--- src/rtl/id_pipe_pkg.sv ---
// Shared decode definitions for id_pipe: destination-select encodings,
// MIPS instruction field positions and the link register index.
package id_pipe_pkg;

  typedef enum logic [1:0] {
    RD_SEL_RD   = 2'd0,
    RD_SEL_RT   = 2'd1,
    RD_SEL_LINK = 2'd2,
    RD_SEL_NONE = 2'd3
  } rd_sel_e;

  localparam int INSTR_W = 32;
  localparam int RS_LSB  = 21;
  localparam int RT_LSB  = 16;
  localparam int RD_LSB  = 11;

  // Link destination is always the top register of the file.
  function automatic int link_index(input int reg_n);
    return reg_n - 1;
  endfunction

endpackage

--- src/rtl/id_regfile.sv ---
// Two-read, one-write register file with write-through bypass on reads.
// Register 0 is hardwired to zero; asynchronous active-high reset clears all.
module id_regfile #(
  parameter int DATA_W = 32,
  parameter int REG_N  = 32,
  localparam int AW    = $clog2(REG_N)
) (
  input  logic              clk,
  input  logic              rst,
  input  logic              we,
  input  logic [AW-1:0]     waddr,
  input  logic [DATA_W-1:0] wdata,
  input  logic [AW-1:0]     raddr1,
  input  logic [AW-1:0]     raddr2,
  output logic [DATA_W-1:0] rdata1,
  output logic [DATA_W-1:0] rdata2
);

  logic [DATA_W-1:0] regs [REG_N];

  always_ff @(posedge clk or posedge rst) begin
    if (rst) begin
      for (int i = 0; i < REG_N; i++) regs[i] <= '0;
    end else if (we && waddr != '0) begin
      regs[waddr] <= wdata;
    end
  end

  // A same-cycle write to the addressed register wins over the stored value.
  always_comb begin
    rdata1 = regs[raddr1];
    if (we && waddr == raddr1) rdata1 = wdata;
    if (raddr1 == '0) rdata1 = '0;
    rdata2 = regs[raddr2];
    if (we && waddr == raddr2) rdata2 = wdata;
    if (raddr2 == '0) rdata2 = '0;
  end

endmodule

--- src/rtl/id_pipe.sv ---
// Instruction-decode stage: register read, immediate extension, destination
// select, load-use stall and a valid/ready output register.
// Optional build macro ID_PIPE_FWD_EN adds MEM-stage forwarding on reads;
// without it, any pending EX/MEM write to a source register stalls instead.
module id_pipe
  import id_pipe_pkg::*;
#(
  parameter int DATA_W = 32,
  parameter int REG_N  = 32,
  parameter int IMM_W  = 16,
  localparam int AW    = $clog2(REG_N)
) (
  input  logic              clk,
  input  logic              rst,
  input  logic              in_valid,
  output logic              in_ready,
  input  logic [31:0]       in_instr,
  input  logic [DATA_W-1:0] in_pc4,
  input  logic [1:0]        ctl_rd_sel,
  input  logic              ctl_reg_wr,
  input  logic              ctl_is_load,
  input  logic              ctl_imm_sext,
  input  logic              wb_en,
  input  logic [AW-1:0]     wb_addr,
  input  logic [DATA_W-1:0] wb_data,
  input  logic              mem_wr_en,
  input  logic [AW-1:0]     mem_addr,
  input  logic [DATA_W-1:0] mem_data,
  input  logic              ex_ready,
  output logic              out_valid,
  output logic [DATA_W-1:0] out_rdata1,
  output logic [DATA_W-1:0] out_rdata2,
  output logic [DATA_W-1:0] out_imm,
  output logic [DATA_W-1:0] out_pc4,
  output logic [AW-1:0]     out_rs,
  output logic [AW-1:0]     out_rt,
  output logic [AW-1:0]     out_rd,
  output logic              out_reg_wr,
  output logic              out_is_load
);

  // Handshake: an instruction moves into the output register on a rising edge
  // where in_valid && in_ready; the output register is consumed on an edge
  // where out_valid && ex_ready. in_ready never depends on in_valid.

  logic [AW-1:0]     rs, rt, rd_field, dest;
  logic              dest_wr;
  logic [DATA_W-1:0] rf_rdata1, rf_rdata2, src1, src2, imm_ext;
  logic              out_hit, load_use, hazard, advance, accept;

  assign rs       = in_instr[RS_LSB +: AW];
  assign rt       = in_instr[RT_LSB +: AW];
  assign rd_field = in_instr[RD_LSB +: AW];

  id_regfile #(.DATA_W(DATA_W), .REG_N(REG_N)) u_regfile (
    .clk    (clk),
    .rst    (rst),
    .we     (wb_en),
    .waddr  (wb_addr),
    .wdata  (wb_data),
    .raddr1 (rs),
    .raddr2 (rt),
    .rdata1 (rf_rdata1),
    .rdata2 (rf_rdata2)
  );

  assign imm_ext = ctl_imm_sext ? DATA_W'($signed(in_instr[IMM_W-1:0]))
                                : DATA_W'(in_instr[IMM_W-1:0]);

  always_comb begin
    dest    = '0;
    dest_wr = 1'b0;
    unique case (rd_sel_e'(ctl_rd_sel))
      RD_SEL_RD:   begin dest = rd_field;                 dest_wr = ctl_reg_wr; end
      RD_SEL_RT:   begin dest = rt;                       dest_wr = ctl_reg_wr; end
      RD_SEL_LINK: begin dest = AW'(link_index(REG_N));   dest_wr = ctl_reg_wr; end
      default:     begin dest = '0;                       dest_wr = 1'b0;       end
    endcase
  end

  assign out_hit  = out_valid && out_reg_wr && out_rd != '0 &&
                    (out_rd == rs || out_rd == rt);
  assign load_use = out_hit && out_is_load;

`ifdef ID_PIPE_FWD_EN
  assign src1   = (mem_wr_en && mem_addr == rs && rs != '0) ? mem_data : rf_rdata1;
  assign src2   = (mem_wr_en && mem_addr == rt && rt != '0) ? mem_data : rf_rdata2;
  assign hazard = load_use;
`else
  logic mem_hit;
  logic unused_mem_data;
  assign mem_hit         = mem_wr_en && mem_addr != '0 &&
                           (mem_addr == rs || mem_addr == rt);
  assign src1            = rf_rdata1;
  assign src2            = rf_rdata2;
  assign hazard          = out_hit || mem_hit;
  assign unused_mem_data = ^mem_data;
`endif

  logic unused_instr;
  assign unused_instr = ^in_instr;

  assign advance  = !out_valid || ex_ready;
  assign in_ready = advance && !hazard;
  assign accept   = in_valid && in_ready;

  always_ff @(posedge clk or posedge rst) begin
    if (rst) begin
      out_valid   <= 1'b0;
      out_rdata1  <= '0;
      out_rdata2  <= '0;
      out_imm     <= '0;
      out_pc4     <= '0;
      out_rs      <= '0;
      out_rt      <= '0;
      out_rd      <= '0;
      out_reg_wr  <= 1'b0;
      out_is_load <= 1'b0;
    end else if (advance) begin
      out_valid <= accept;
      if (accept) begin
        out_rdata1  <= src1;
        out_rdata2  <= src2;
        out_imm     <= imm_ext;
        out_pc4     <= in_pc4;
        out_rs      <= rs;
        out_rt      <= rt;
        out_rd      <= dest;
        out_reg_wr  <= dest_wr;
        out_is_load <= ctl_is_load;
      end
    end
  end

endmodule

--- config.mk ---
export PLATFORM = sky130hd
export DESIGN_NAME = id_pipe
export DESIGN_NICKNAME = d
export VERILOG_FILES = /design/src/rtl/id_pipe_pkg.sv /design/src/rtl/id_regfile.sv /design/src/rtl/id_pipe.sv
export SDC_FILE = /design/constraint.sdc
export NUM_CORES = 2
export LEC_CHECK = 0
export CELL_PAD_IN_SITES_DETAIL_PLACEMENT = 1
export CELL_PAD_IN_SITES_GLOBAL_PLACEMENT = 2
export CORE_ASPECT_RATIO = 2
export CORE_MARGIN = 3
export CORE_UTILIZATION = 44
export DETAILED_ROUTE_END_ITERATION = 6
export PLACE_DENSITY_LB_ADDON = 0.1
export SLEW_MARGIN = 20
export SYNTH_ARGS = -nofsm -noshare
export SYNTH_HDL_FRONTEND = slang
export SYNTH_SLANG_ARGS = --single-unit
--- constraint.sdc ---
create_clock -name clk -period 50 [get_ports clk]
set_input_delay 5 -clock clk [delete_from_list [all_inputs] [get_ports clk]]
set_output_delay 5 -clock clk [all_outputs]
set_load 0.02 [all_outputs]
==> flow_summary.yaml <==
outcome:
  outcome: "finished clean"
clock_network:
  cts_tree: "done"
  cts_max_level: 3
  cts_resized: 0
  clock_sink_count: 1155
  clkTransAtPathRegs_ns: 0.06
  cts_inserted_buffers: 109
  cts_buffer_depth: 3
  post_cts_buffers: 0
  cts-root-buf: "clkbuf_16"
  cts_hold_buffers: 0
  insertion_delay_ns: 0.73
setup_path:
  critPathMaxStageDelay_ns: 0.73
  critPathArrivalTime_ns: 7.83
  cpMaxStageDelayCell: "buf_4"
  cp_cell_sequence: "buf_8 > buf_4 > xor2_1 > nor2_1 > a22oi_1 > o221a_2 > clkdlybuf4s50_1"
  critPathRequiredTime_ns: 45.00
  crit_fanout: 65
  critPathLaunchType: "input pin"
  reg2reg_depth: 9
  end_kind: "primary output"
  crit_type: "input pin to primary output"
  r2r_setup_slack_ns: 45.89
  r2r-end: "out_rdata1[18]"
  r2r_start: "out_rd[0]"
power:
  irDropWorstVdd_v: 0.0000402
  power_frac_seq_pct: 45.4
  power.switching_mw: 0.795
  p_leak_nw: 27.9
  power_frac_comb_pct: 21.5
  switching_share_pct: 28.8
  clock_power_share_pct: 33.1
  internal-power_mw: 1.97
  power_density_nw_per_um2: 41.9
routing:
  drtPass1Iterations: 5
  drt_wl_total_um: 199000
  drc: 0
  drt_iter0_drc: 2676
  wl_met1_um: 78300
  wl_met3_um: 9290
  viasPerCell: 6.34
  wl_met2_um: 104000
  wl_per_cell_um: 32.7
  top_layer_used: "met5"
  vias: 38622
  ant_nets: 0
synth:
  synthTopCellsByArea: "dfrtp_1 (50%), mux4_2 (22%), mux2_2 (11%), o21ai_0 (4.3%), nand2_1 (3.8%)"
  synth_warnings: 0
  synth_area_per_cell_um2: 13.5
  synthFlopType: "dfrtp_1"
  yosys.cell_types.count: 42
  synth_nets: 4458
  yosysSeqAreaShare_pct: 49.5
  ys_seq_elements: 1155
  synth_edf_count: 0
  synth.most_common_cell: "dfrtp_1"
  async_reset_ff_share_pct: 100
  synth_area_um2: 58300
  synth_top_cells_by_count: "dfrtp_1 (1155), nand2_1 (584), mux4_2 (570)"
  synthCells: 4309
  synth_top_area_share_pct: 49.5
  yosysTopAreaCell: "dfrtp_1"
timing:
  finalHoldViolations: 0
  relSlewSlack_pct: 20.6
  finalClockSkew_ns: 0.0126
  post-route-period-util_pct: 25.7
  slew_viol_final: 0
  grt_setup_unrepaired: "no"
  tightest_slew_ns: 1.19
  fin_tns_setup_ns: 0
  fin_crit_ns: 12.83
  setup_viol: 0
  fmax_mhz: 77.9
placement:
  gp_congestion: 0.787
  dp_hpwl_um: 115000
  port_buffers: 257
layout:
  post-route-util_pct: 50.1
  area_growth_pct: 12.8
  drive_gt1_share_pct: 33.2
  num-nets-final: 4443
  fillers: 12902
run:
  maxCapViolations: 0
floorplan:
  die_h_um: 521
  core_um2: 131000
  dieArea_um2: 137000
  die_w_um: 263
  ioPinCount: 296
  initial_utilization_pct: 44.4
  rows: 188
global_routing:
  overflow: 0
  grt_pass1_vias: 42550
  grt_pass1_wl_um: 295000
  grt_antenna_before_repair: 17
  track_usage_pct: 29.2
  grt_max_degree: 183
worst_hold_path:
  hp-start: "u_regfile.regs[999]"
  whs_path_depth: 0
  min_path_type: "flip-flop to flip-flop"
  worst_hold_path.endpoint: "u_regfile.regs[999]"
## area by class of cell
class / count / area [µm²] / share of cell area, %
Inverter: 40 / 166 / 0.253
Antenna cell: 5 / 12.5 / 0.0190
Multi-Input combinational cell: 2658 / 27600 / 41.9
Tap cell: 1710 / 2140 / 3.25
Sequential cell: 1155 / 28900 / 43.9
Clock inverter: 51 / 672 / 1.02
Timing Repair Buffer: 330 / 3200 / 4.86
Clock buffer: 146 / 3190 / 4.85
## cell usage in the layout, fill, tap and decap left out, types with 4 or more instances in the layout
cell type and count:
clkbuf_16 113, clkbuf_1 9, o21ai_0 501, clkbuf_8 24
a21oi_1 62, nand3b_1 6, o31ai_1 7, diode_2 5
inv_1 36, nand3_1 4, mux2_2 568, clkinvlp_4 12
bufinv_16 15, nor2_1 5, dfrtp_1 1155, nor3_1 13
nand2_4 15, mux4_2 570, buf_4 69, xor2_1 28
buf_6 4, buf_8 4, o221ai_1 62, mux2i_1 134
o22ai_1 62, clkinv_2 22, nor2_4 16, clkdlybuf4s50_1 248
or4_1 4, nand2_1 567
## how the worst max path moves through the flow
| stage | depth (start not counted) | from | to |
|---|---|---|---|
| CTS | 7 | in_instr[16] | in_ready |
| global route | 7 | in_instr[16] | in_ready |
| global placement | 7 | in_instr[16] | in_ready |
| detailed placement | 7 | in_instr[16] | in_ready |
| floorplan | 1 | rst | out_imm[0] |
| finish | 7 | in_instr[16] | in_ready |
## metrics by stage
stage               setup WS (ns)  total power [mW]  hold slack [ns]  cells  area, µm²
finish                      37.17              2.76            0.395   6095      65800
global route                36.91              2.89            0.412   6091      65800
detailed placement          37.02              1.86            0.384   5892      61900
CTS                         37.01              2.78            0.398   6089      65800
floorplan                   12.47              1.65            0.441   4309      58300
global placement            37.03              1.83            0.376   5892      61900
## critical path: cells and delay by family
kind            cells  cell delay (ns)
buf+inv             3             1.93
compound gates      2             0.63
xor+xnor            1             0.20
simple gates        1             0.06
## cell families (layout without fill, tap and decap cells)
family / Yosys count / count (layout) / share of synthesized area [%]
xor gates and xnor gates: 30 / 30 / 0.450
and+or+nand+nor: 652 / 652 / 4.41
AOI/OAI and AO/OA: 704 / 704 / 6.68
buffers and inverters: 496 / 567 / 3.67
other: 0 / 5 / 0
DFF: 1155 / 1155 / 49.5
muxes: 1272 / 1272 / 35.3
## layer usage
| layer | vias up | GRT usage [%] |
|---|---|---|
| li1 | 16007 | - |
| met1 | 21091 | 36.7 |
| met5 | - | 0 |
| met3 | 351 | 3.94 |
| met4 | 16 | 10.1 |
| met2 | 1157 | 51.9 |
## sequential cells by signal, indices dropped and copies added (netlist names)
register,cells
out_rdata1,32
out_imm,17
u_regfile.regs,1024
out_rd,5
out_reg_wr,1
out_rdata2,32
out_is_load,1
out_rs,5
out_rt,5
out_pc4,32
out_valid,1
## power groups by stage
stage               clock (mW)  sequential, mW  combinational, mW
floorplan                    0            1.25              0.402
global placement             0            1.25              0.580
detailed placement           0            1.27              0.596
CTS                      0.934            1.25              0.598
global route             0.971            1.28              0.642
finish                   0.915            1.25              0.593
No activity file was read; power rests on OpenSTA's default activity.
